`config.mk`:
```
export PLATFORM = sky130hd
export DESIGN_NAME = mod_reduce_flat
export DESIGN_NICKNAME = d
export VERILOG_FILES = /design/src/rtl/mod_reduce_if.sv /design/src/rtl/mod_reduce.sv /design/src/flat_wrapper.sv
export SDC_FILE = /design/constraint.sdc
export NUM_CORES = 1
export LEC_CHECK = 0
export CAP_MARGIN = 40
export CORE_MARGIN = 2
export CORE_UTILIZATION = 40
export CTS_BUF_LIST = sky130_fd_sc_hd__clkbuf_8
export DETAILED_ROUTE_END_ITERATION = 10
export DONT_BUFFER_PORTS = 1
export GPL_TIMING_DRIVEN = 0
export PLACE_DENSITY_LB_ADDON = 0.2
export REMOVE_ABC_BUFFERS = 1
export SLEW_MARGIN = 20
export SYNTH_ARGS = -nofsm -noshare
export SYNTH_HDL_FRONTEND = slang
export SYNTH_SLANG_ARGS = --single-unit
```
`constraint.sdc`:
```
create_clock -name sys_clk -period 5.38 [get_ports sys_clk]
set_clock_uncertainty 0.1 [all_clocks]
set_input_delay 0.538 -clock sys_clk [delete_from_list [all_inputs] [get_ports sys_clk]]
set_output_delay 0.538 -clock sys_clk [all_outputs]
set_load 0.02 [all_outputs]
```
`src/rtl/mod_reduce_if.sv`:
```
`default_nettype none
// ============================================================================
// Module   : mod_reduce_if
// Brief    : Valid/ready input and output channels of the modular reducer.
// Revision : 1.0
// ============================================================================
interface mod_reduce_if #(
    parameter int BITWIDTH = 32
);
    logic                    in_valid;
    logic                    in_ready;
    logic [2*BITWIDTH-1:0]   product;
    logic [BITWIDTH-1:0]     modulus;
    logic                    dbl;
    logic                    out_valid;
    logic                    out_ready;
    logic [BITWIDTH-1:0]     remainder;
    logic                    err_zero_mod;

    modport master (
        output in_valid, product, modulus, dbl, out_ready,
        input  in_ready, out_valid, remainder, err_zero_mod
    );

    modport slave (
        input  in_valid, product, modulus, dbl, out_ready,
        output in_ready, out_valid, remainder, err_zero_mod
    );
endinterface
`default_nettype wire

```
`src/rtl/mod_reduce.sv`:
```
`default_nettype none
// ============================================================================
// Module   : mod_reduce
// Brief    : Bit-serial restoring reducer, (product * (dbl ? 2 : 1)) mod q.
// Revision : 1.0
// ============================================================================
module mod_reduce #(
    parameter int BITWIDTH = 32
) (
    input  wire logic       sys_clk,
    input  wire logic       sys_rst,
    mod_reduce_if.slave     bus
);
    localparam int SW = 2*BITWIDTH + 1;
    localparam int CW = $clog2(SW + 1);
    localparam logic [CW-1:0] LAST_ITER = CW'(SW - 1);

    typedef enum logic [1:0] {
        IDLE = 2'd0,
        RUN  = 2'd1,
        DONE = 2'd2
    } state_t;

    state_t                state_q, state_d;
    logic [SW-1:0]         s_q, s_d;
    logic [BITWIDTH-1:0]   q_q, q_d;
    logic [BITWIDTH:0]     r_q, r_d;
    logic [CW-1:0]         cnt_q, cnt_d;
    logic [BITWIDTH-1:0]   rem_q, rem_d;
    logic                  err_q, err_d;

    logic [BITWIDTH:0]     t_w;
    logic [BITWIDTH:0]     diff_w;
    logic [BITWIDTH:0]     r_next_w;
    logic                  ge_w;

    // r < q keeps t < 2q, so one conditional subtract restores the invariant
    assign t_w      = {r_q[BITWIDTH-1:0], s_q[SW-1]};
    assign diff_w   = t_w - {1'b0, q_q};
    assign ge_w     = (t_w >= {1'b0, q_q});
    assign r_next_w = ge_w ? diff_w : t_w;

    always_comb begin
        state_d = state_q;
        s_d     = s_q;
        q_d     = q_q;
        r_d     = r_q;
        cnt_d   = cnt_q;
        rem_d   = rem_q;
        err_d   = err_q;
        case (state_q)
            IDLE: begin
                if (bus.in_valid) begin
                    s_d     = bus.dbl ? {bus.product, 1'b0} : {1'b0, bus.product};
                    q_d     = bus.modulus;
                    r_d     = '0;
                    cnt_d   = '0;
                    err_d   = 1'b0;
                    state_d = RUN;
                end
            end
            RUN: begin
                if (q_q == '0) begin
                    rem_d   = '0;
                    err_d   = 1'b1;
                    state_d = DONE;
                end else begin
                    r_d   = r_next_w;
                    s_d   = {s_q[SW-2:0], 1'b0};
                    cnt_d = cnt_q + CW'(1);
                    if (cnt_q == LAST_ITER) begin
                        rem_d   = r_next_w[BITWIDTH-1:0];
                        err_d   = 1'b0;
                        state_d = DONE;
                    end
                end
            end
            DONE: begin
                if (bus.out_ready) begin
                    state_d = IDLE;
                end
            end
            default: state_d = IDLE;
        endcase
    end

    always_ff @(posedge sys_clk) begin
        if (sys_rst) begin
            state_q <= IDLE;
            s_q     <= '0;
            q_q     <= '0;
            r_q     <= '0;
            cnt_q   <= '0;
            rem_q   <= '0;
            err_q   <= 1'b0;
        end else begin
            state_q <= state_d;
            s_q     <= s_d;
            q_q     <= q_d;
            r_q     <= r_d;
            cnt_q   <= cnt_d;
            rem_q   <= rem_d;
            err_q   <= err_d;
        end
    end

    // Ready is masked by reset so nothing can appear accepted on a reset edge
    assign bus.in_ready     = (state_q == IDLE) && !sys_rst;
    assign bus.out_valid    = (state_q == DONE);
    assign bus.remainder    = rem_q;
    assign bus.err_zero_mod = err_q;
endmodule
`default_nettype wire

```
`src/flat_wrapper.sv`:
```
// flat-port wrapper written by rule: the top's interface ports become plain ports
module mod_reduce_flat 
#(
    parameter int BITWIDTH = 32
)
  (sys_clk, sys_rst, bus_in_valid, bus_product, bus_modulus, bus_dbl, bus_out_ready, bus_in_ready, bus_out_valid, bus_remainder, bus_err_zero_mod);
  mod_reduce_if #(.BITWIDTH(BITWIDTH)) bus_i ();
  input  wire logic sys_clk;
  input  wire logic sys_rst;
  input wire logic [$bits(bus_i.in_valid)-1:0] bus_in_valid;
  input wire logic [$bits(bus_i.product)-1:0] bus_product;
  input wire logic [$bits(bus_i.modulus)-1:0] bus_modulus;
  input wire logic [$bits(bus_i.dbl)-1:0] bus_dbl;
  input wire logic [$bits(bus_i.out_ready)-1:0] bus_out_ready;
  output wire logic [$bits(bus_i.in_ready)-1:0] bus_in_ready;
  output wire logic [$bits(bus_i.out_valid)-1:0] bus_out_valid;
  output wire logic [$bits(bus_i.remainder)-1:0] bus_remainder;
  output wire logic [$bits(bus_i.err_zero_mod)-1:0] bus_err_zero_mod;
  assign bus_i.in_valid = bus_in_valid;
  assign bus_i.product = bus_product;
  assign bus_i.modulus = bus_modulus;
  assign bus_i.dbl = bus_dbl;
  assign bus_i.out_ready = bus_out_ready;
  assign bus_in_ready = bus_i.in_ready;
  assign bus_out_valid = bus_i.out_valid;
  assign bus_remainder = bus_i.remainder;
  assign bus_err_zero_mod = bus_i.err_zero_mod;
  mod_reduce #(.BITWIDTH(BITWIDTH)) u_core (.sys_clk(sys_clk), .sys_rst(sys_rst), .bus(bus_i));
endmodule
```
== After elaboration in Yosys (flattened, before gate mapping) ==
Index checks and enable logic that the tools add are counted.

* Register bits after elaboration: 171
* Input bits: 101
* Output and inout bits: 35
* Logic and storage cells: 50

* $add $sub $neg: 2
* Magnitude comparators: 1
* Multiplexer cells: 22
* Eq/ne operators: 7
* Reduce and logical (&&, ||, !) cells: 11

{| class="wikitable"
|+ Operators by type and width
! kind !! number
|-
| $mux 65 || 3
|-
| $mux 32 || 5
|-
| $pmux 65 s2 || 1
|-
| $pmux 32 s2 || 1
|-
| $ge 33x32->1 || 1
|-
| $logic_not 32->1 || 1
|-
| $sub 32x32->32 || 1
|-
| $mux 7 || 2
|-
| $pmux 7 s2 || 1
|-
| $reduce_and 3->1 || 3
|-
| $mux 2 || 4
|-
| $add 7x1->7 const B || 1
|-
| $eq 7x7->1 const B || 1
|-
| $ne 2x2->1 const B || 3
|-
| $pmux 2 s3 || 1
|-
| $reduce_and 2->1 || 2
|-
| $reduce_bool 2->1 || 2
|-
| $mux 1 || 3
|-
| $ne 3x1->1 const B || 1
|-
| $eq 2x1->1 const B || 1
|-
| $eq 2x2->1 const B || 1
|-
| $logic_not 2->1 || 1
|-
| $pmux 1 s2 || 1
|-
| $logic_and 1x1->1 || 1
|-
| $logic_not 1->1 || 1
|}

== Logic depth before layout (Yosys ltp) ==
Gate-level depths: netlist of run 1.

* Depth after elaboration: 4
* Depth in mapped cells: 13
* Mapped depth without buffers: 13

== Worst setup path before layout of run 1 ==
OpenSTA, ideal clock, no wires.

* Path kind: register -> register
* Start point: register u_core.s_q[64]
* End point: register u_core.r_q[26]
* Period minus slack after synthesis: 2.700 ns
* Data required time: 5.152 ns
* Setup time: 0.128 ns
* Slack: 2.680 ns
* Arrival: 2.471 ns
* Cell stages (with the launch flop): 14
* Buffers on the path: 0
* Cell sequence: dfxtp_1 inv_1 ha_1 inv_1 fa_1 a21o_1 a221o_1 a32oi_1 and2_1 o21ai_1 a21boi_2 nor4_1 a211oi_2 o21ai_1

* Longest elaborated chain between the ends: 4
* Elaborated cells on any way between the ends: 5
* Classes of those cells: add/sub: 1; order compare: 1; mux: 3

{| class="wikitable"
|+ Ends and longest elaborated chain
! element !! RTL line !! source
|-
| from (decl) || mod_reduce.sv:25 || <nowiki>logic [SW-1:0] s_q, s_d;</nowiki>
|-
| from (signal assigned) || mod_reduce.sv:90 || <nowiki>s_q <= '0;</nowiki>
|-
| from (signal assigned) || mod_reduce.sv:98 || <nowiki>s_q <= s_d;</nowiki>
|-
| $sub 32x32->32 / $ge 33x32->1 (equally long branches) || mod_reduce.sv:39, mod_reduce.sv:40 ||
|-
| $mux 32 (*) || mod_reduce.sv:41 || <nowiki>assign r_next_w = ge_w ? diff_w : t_w;</nowiki>
|-
| $mux 32 (*) || mod_reduce.sv:63 || <nowiki>if (q_q == '0) begin</nowiki>
|-
| $pmux 32 s2 (*) || mod_reduce.sv:51 || <nowiki>case (state_q)</nowiki>
|-
| to (signal assigned) || mod_reduce.sv:100 || <nowiki>r_q <= r_d;</nowiki>
|-
| to (decl) || mod_reduce.sv:27 || <nowiki>logic [BITWIDTH:0] r_q, r_d;</nowiki>
|}

Every way passes the cells marked *; elsewhere a longest branch is shown, timed or not. The select of a mux whose other input is x is not followed.
A chain may end at the register's enable or synchronous reset.

== Worst setup path after layout of run 1 ==
* Start point: register u_core.q_q[28]
* End point: register u_core.r_q[18]

* Longest elaborated chain between the ends: 4
* Elaborated cells on any way between the ends: 7
* Classes of those cells: order compare: 1; eq/ne: 1; mux: 3; reduce/logical: 2

{| class="wikitable"
|+ Ends and longest elaborated chain
! element !! RTL line !! source
|-
| from (decl) || mod_reduce.sv:26 || <nowiki>logic [BITWIDTH-1:0] q_q, q_d;</nowiki>
|-
| from (signal assigned) || mod_reduce.sv:99 || <nowiki>q_q <= q_d;</nowiki>
|-
| $ge 33x32->1 || mod_reduce.sv:40 || <nowiki>assign ge_w = (t_w >= {1'b0, q_q});</nowiki>
|-
| $mux 32 || mod_reduce.sv:41 ||
|-
| $mux 32 || mod_reduce.sv:63 ||
|-
| $pmux 32 s2 || mod_reduce.sv:51 ||
|}

Several ways; a longest one is shown, not always the timed one. The select of a mux whose other input is x is not followed.

==> results.toml, run 1 <==
[sta]
grt_setup_unrepaired = "no"
period_share_pct = 64.9
fin_setup_tns_ns = 0
fmax_mhz = 286
hold_slack_ns = 0.0543
worstMarginPinSlew_ns = 0.719
fin_crit_ns = 3.49
final_hold_viol_count = 0
drv_slew = 0
relSlewSlack_pct = 52.1
setup_violations = 0

[final_layout]
fillers = 2292
syn2layout_area_growth_pct = 8.26
final_core_util_pct = 43.6
multiInputGateArea_um2 = 5210
postLayoutCellArea_um2 = 9790
nets = 1230
regArea_um2 = 3420
final_layout_size_suffix_gt1_share_pct = 5.60

[worst_setup_path]
cpPeakStageDelay_ns = 0.59
worst-setup-path-type = "reg -> reg"
cp_slowest_cell = "a31oi_4"
crit_top_cell = "a21oi_1"
critPathBufInv = 2
start_kind = "register"
end_kind = "register"
path_cells = "inv_1 -> ha_1 -> a21oi_1 -> o211ai_1 -> a41oi_1 -> o21ai_2 -> a31o_2 -> a31oi_4 -> buf_16 -> nor2_1 -> a21oi_1 -> o21ai_1"
required_ns = 5.61
critPathMaxFanout = 22
worstPathArrival_ns = 3.73
crit_family = "compound AO/OA/AOI/OAI gates"

[drt]
drc = 0
drtIter0Drc = 384
postRouteAntennaNets = 0
wirelength_mm = 22.9
num_vias = 7697
viasPerCell = 5.53
first_pass_iters = 5
wl_per_cell_um = 16.5

[clock_network]
post_cts_buffers = 0
cts_tree = "built"
cts.sinks = 171
clkTransAtPathRegs_ns = 0.10
cts_max_level = 4
clk_latency_ns = 0.47
numCtsBuffers = 17
cts_max_path_buffers = 2
cts_resized = 0
holdBufCountCts = 0
cts_root_buffer = "clkbuf_8"

[synthesis]
synthCells = 1140
ys.flop_type = "dfxtp_1"
synth_warnings = 0
synth_async_sr_flop_share_pct = 0
synth.distinct_cells = 63
netlist_area_um2 = 9040
synth_edf_count = 0
yosysSeqAreaShare_pct = 37.9
synth.avg_cell_area_um2 = 7.93
ys_ff_latch = 171

[global_route]
grt_overflow = 0
grt_use_total_pct = 19.2
grt_pass1_vias = 7630
grt_pass1_wl_mm = 37.7
antenna_found_initial = 1
grt_max_degree = 110

[floorplanning]
initial_core_util_pct = 40.3
fp-row-count = 55
core_um2 = 22400
die_w_um = 154
ios = 136
dieArea_um2 = 23800
die_y_um = 154

[place]
place.gp.congestion = 0.860
hpwlAfterDp_mm = 16.5
place.port_buffers = 0
place_area_um2 = 9370

[power]
powerDensity_nw_per_um2 = 668
leakage_nw = 3.84
power.total_w = 0.00654
peakVddDrop_mv = 0.512

[run]
drv_cap = 0

[min_path]
worst_hold_path_type = "in -> reg"

[outcome]
status = "finished clean"
## cells in the final DEF, fill, tap and decap left out, types with 18 or more instances in the layout
cell type  count
a21oi_1       87
a221oi_1      64
clkbuf_8      18
dfxtp_1      171
ha_1          34
inv_1         38
mux2i_1       73
nand2_1      159
nor2_1       180
o21ai_0       21
o21ai_1       65
## logic make-up after synthesis
logic type / share of synthesized area [%]
flops: 37.9
xor+xnor: 2.81
fa+ha+maj: 4.93
mux: 8.21
compound gates: 21.6
simple gates: 19.5
buf+inv: 5.01
## area by class of cell
type	count	area share, %
multi-input combinational	856	53.2
antenna	1	0.0256
clock buffer	18	2.53
sequential	171	35.0
tap	285	3.64
timing repair buffer	10	2.66
inverter	38	1.46
clock inverter	14	1.51
## routing by layer
metal / up-vias / global-route usage (%) / routed length, um
met5: - / 0 / 0
met4: 0 / 4.41 / 295
met3: 21 / 7.43 / 1700
met2: 165 / 32.8 / 10600
met1: 3583 / 23.0 / 10300
li1: 3928 / - / -
## report_power, final
| group | leakage, nW | internal [W] | switching [W] |
|---|---|---|---|
| Clock | 0.202 | 0.000360 | 0.000551 |
| Sequential | 1.39 | 0.00142 | 0.000117 |
| Combinational | 2.24 | 0.00162 | 0.00247 |
| Total | 3.84 | 0.00340 | 0.00314 |
## sequential cells by signal (all words and copies together) (netlist names)
name and count:
u_core.bus.err_zero_mod 1, u_core.bus.remainder 32, u_core.cnt_q 7, u_core.q_q 32, u_core.r_q 32, u_core.s_q 65, u_core.state_q 2
## stage by stage
stage / instances / setup WS [ns]
floorplan: 1065 / -0.438
global placement: 1350 / -4.87
detailed placement: 1359 / 1.94
CTS: 1391 / 1.89
global route: 1392 / 1.63
finish: 1393 / 1.89
## synthesized netlist by cell type (6+ instances only)
cell type / n / share of area [%]
ha_1: 34 / 4.7
buf_1: 7 / 0.29
nor3_1: 8 / 0.44
buf_2: 11 / 0.61
xnor2_1: 14 / 1.4
o21ai_0: 21 / 1.2
dfxtp_1: 171 / 38
and3_1: 6 / 0.42
xor2_1: 15 / 1.5
nor2b_1: 7 / 0.48
a21oi_1: 87 / 4.8
a21o_1: 14 / 1.2
mux2i_1: 73 / 8.1
clkbuf_1: 54 / 2.2
o21ai_1: 65 / 3.6
a221oi_1: 64 / 6.2
inv_1: 38 / 1.6
nor2_1: 182 / 7.6
nor4_1: 10 / 0.69
nand4_1: 13 / 0.90
nand2_1: 160 / 6.6
## path summary, 6_finish.rpt
kind             startpoint              to  slack (ns)  cells after the start
max          u_core.q_q[28]  u_core.r_q[18]        1.89                     12
min reg2reg  u_core.r_q[31]  u_core.r_q[31]        0.36                      2
max reg2reg  u_core.q_q[28]  u_core.r_q[18]        1.89                     12
min                 sys_rst  u_core.s_q[11]        0.05                      1
Note: power is estimated with default switching activity, not from simulation.
==> run 2, diff against run 1 <==
Clock period 5.38 ns to 3.2 ns, I/O delays scaled along.
==> run 2 against run 1 <==
Combinational power grew 86%. Non-clock buffer count grew 47. Setup slack lost 1.7 ns. Core utilization grew 2.5 points. Hold slack lost 0.030 ns. Via count grew 2.7%. Global-route usage grew 0.71 points. Sequential share of layout area shrank 1.9 points. Wire length grew 2.1%. Largest cell class unchanged. Flip-flop and latch count is the same.
==> results.toml, run 2 (same netlist as run 1, synthesis figures left out) <==
[sta]
fmax_mhz = 334
finalWorstSetupSlack_ns = 0.203
grt_setup_unrepaired = "no"
hold_slack_ns = 0.0239
worstMarginPinSlew_ns = 0.705
relSlewSlack_pct = 53.0
fin_crit_ns = 3.00
period_share_pct = 93.6
final_hold_viol_count = 0
drv_slew = 0
setup_violations = 0
fin_setup_tns_ns = 0

[clock_network]
cts.sinks = 171
cts_root_buffer = "clkbuf_8"
cts_tree = "built"
cts_max_level = 4
cts_max_path_buffers = 2
clkTransAtPathRegs_ns = 0.11
clk_latency_ns = 0.47
numCtsBuffers = 17

[min_path]
worst_hold_path_type = "in -> reg"

[power]
powerDensity_nw_per_um2 = 1130
leakage_nw = 4.06
peakVddDrop_mv = 0.974

[final_layout]
layout_commonest_cell = "nor2_1"
final_layout_size_suffix_gt1_share_pct = 7.36
syn2layout_area_growth_pct = 14.5
nets = 1278
largest_register_ffs = 65
layout_common_cells = "nor2_1 (179), dfxtp_1 (170), nand2_1 (158), a21oi_1 (85), mux2i_1 (73)"
max_flop_register = "u_core.s_q"

[floorplanning]
die_y_um = 154
fp-row-count = 55
die_w_um = 154
dieArea_um2 = 23800
core_um2 = 22400
initial_core_util_pct = 40.3
ios = 136

[drt]
num_vias = 7904
first_pass_iters = 5
wirelength_mm = 23.4
viasPerCell = 5.48
drtIter0Drc = 393
drc = 0
postRouteAntennaNets = 0
wl_per_cell_um = 16.2

[place]
hpwlAfterDp_mm = 16.5
place.port_buffers = 0
place.gp.congestion = 0.860
place_ws_ns = -0.240

[worst_setup_path]
path_cells = "inv_1 -> ha_1 -> inv_1 -> fa_2 -> a21o_1 -> a221o_1 -> a32oi_2 -> a211oi_1 -> nor3b_2 -> o21ai_1 -> xor2_1 -> mux2i_1 -> o21ai_1"
cpPeakStageDelay_ns = 0.36
critPathBufInv = 2
start_kind = "register"
worst-setup-path-type = "reg -> reg"
end_kind = "register"
cp_slowest_cell = "a221o_1"
ff2ff_setup_slack_ns = 0.20
required_ns = 3.43
worstPathArrival_ns = 3.23
crit_family = "compound AO/OA/AOI/OAI gates"
critPathMaxFanout = 3

[global_route]
grt_use_total_pct = 19.9
grt_max_degree = 104
antenna_found_initial = 2
grt_pass1_wl_mm = 38.9
grt_pass1_vias = 7836
grt_overflow = 0

[run]
drv_cap = 0

[outcome]
status = "finished clean"
## run 2: worst paths after layout
kind,start,endpoint,depth (start not counted)
worst min register to register,u_core.r_q[31],u_core.r_q[31],2
worst max register to register,u_core.s_q[64],u_core.r_q[30],13
worst min-delay path,bus_product[23],u_core.s_q[23],4
worst max-delay path,u_core.s_q[64],u_core.r_q[30],13
## run 2: cell type report
cell class | instances | area [um^2]
clock buffers | 18 | 248
diodes | 2 | 5.00
well taps | 285 | 357
multi-input cells | 857 | 5310
flip-flops and latches | 171 | 3420
fillers | 2250 | 12100
repair buffers | 57 | 718
inverters | 38 | 143
clock inverters | 14 | 148
## run 2: worst min-delay path: stages
cell and delay, ns:
mux2i_1 0.04, nor2_1 0.08, a221oi_1 0.05, nor2_1 0.07
## run 2: power breakdown
group / switching (W) / internal [W] / leakage [nW] / total (W)
registers: 0.000196 / 0.00238 / 1.39 / 0.00258
logic: 0.00444 / 0.00317 / 2.47 / 0.00761
clock network: 0.000920 / 0.000605 / 0.202 / 0.00152
## run 2: stage by stage
step	cells	util [%]	area, um^2	power, W
2_1_floorplan	1065	-	8730	0.00767
3_3_place_gp	1350	40.5	9090	0.00766
3_5_place_dp	1359	41.8	9370	0.00948
4_1_cts	1435	45.7	10200	0.0115
5_1_grt	1442	46.1	10400	0.0127
6_report	1442	46.1	10400	0.0117
## run 2: metal layers
layer | GRT usage, % | vias up | part of all wire (%)
met5 | 0 | - | 0
met4 | 5.03 | 0 | 1.7
met3 | 6.92 | 27 | 6.6
met2 | 34.1 | 163 | 47
met1 | 24.0 | 3682 | 45
li1 | - | 4032 | -
## run 2: repair_timing
action                     4_1_cts  5_1_grt
gates resized for setup          5       13
gates cloned                     1        0
hold buffers                    40        0
setup buffers                    3        5
setup endpoints to repair       76       80
pin swaps                        0        8
hold endpoints to repair       103        0
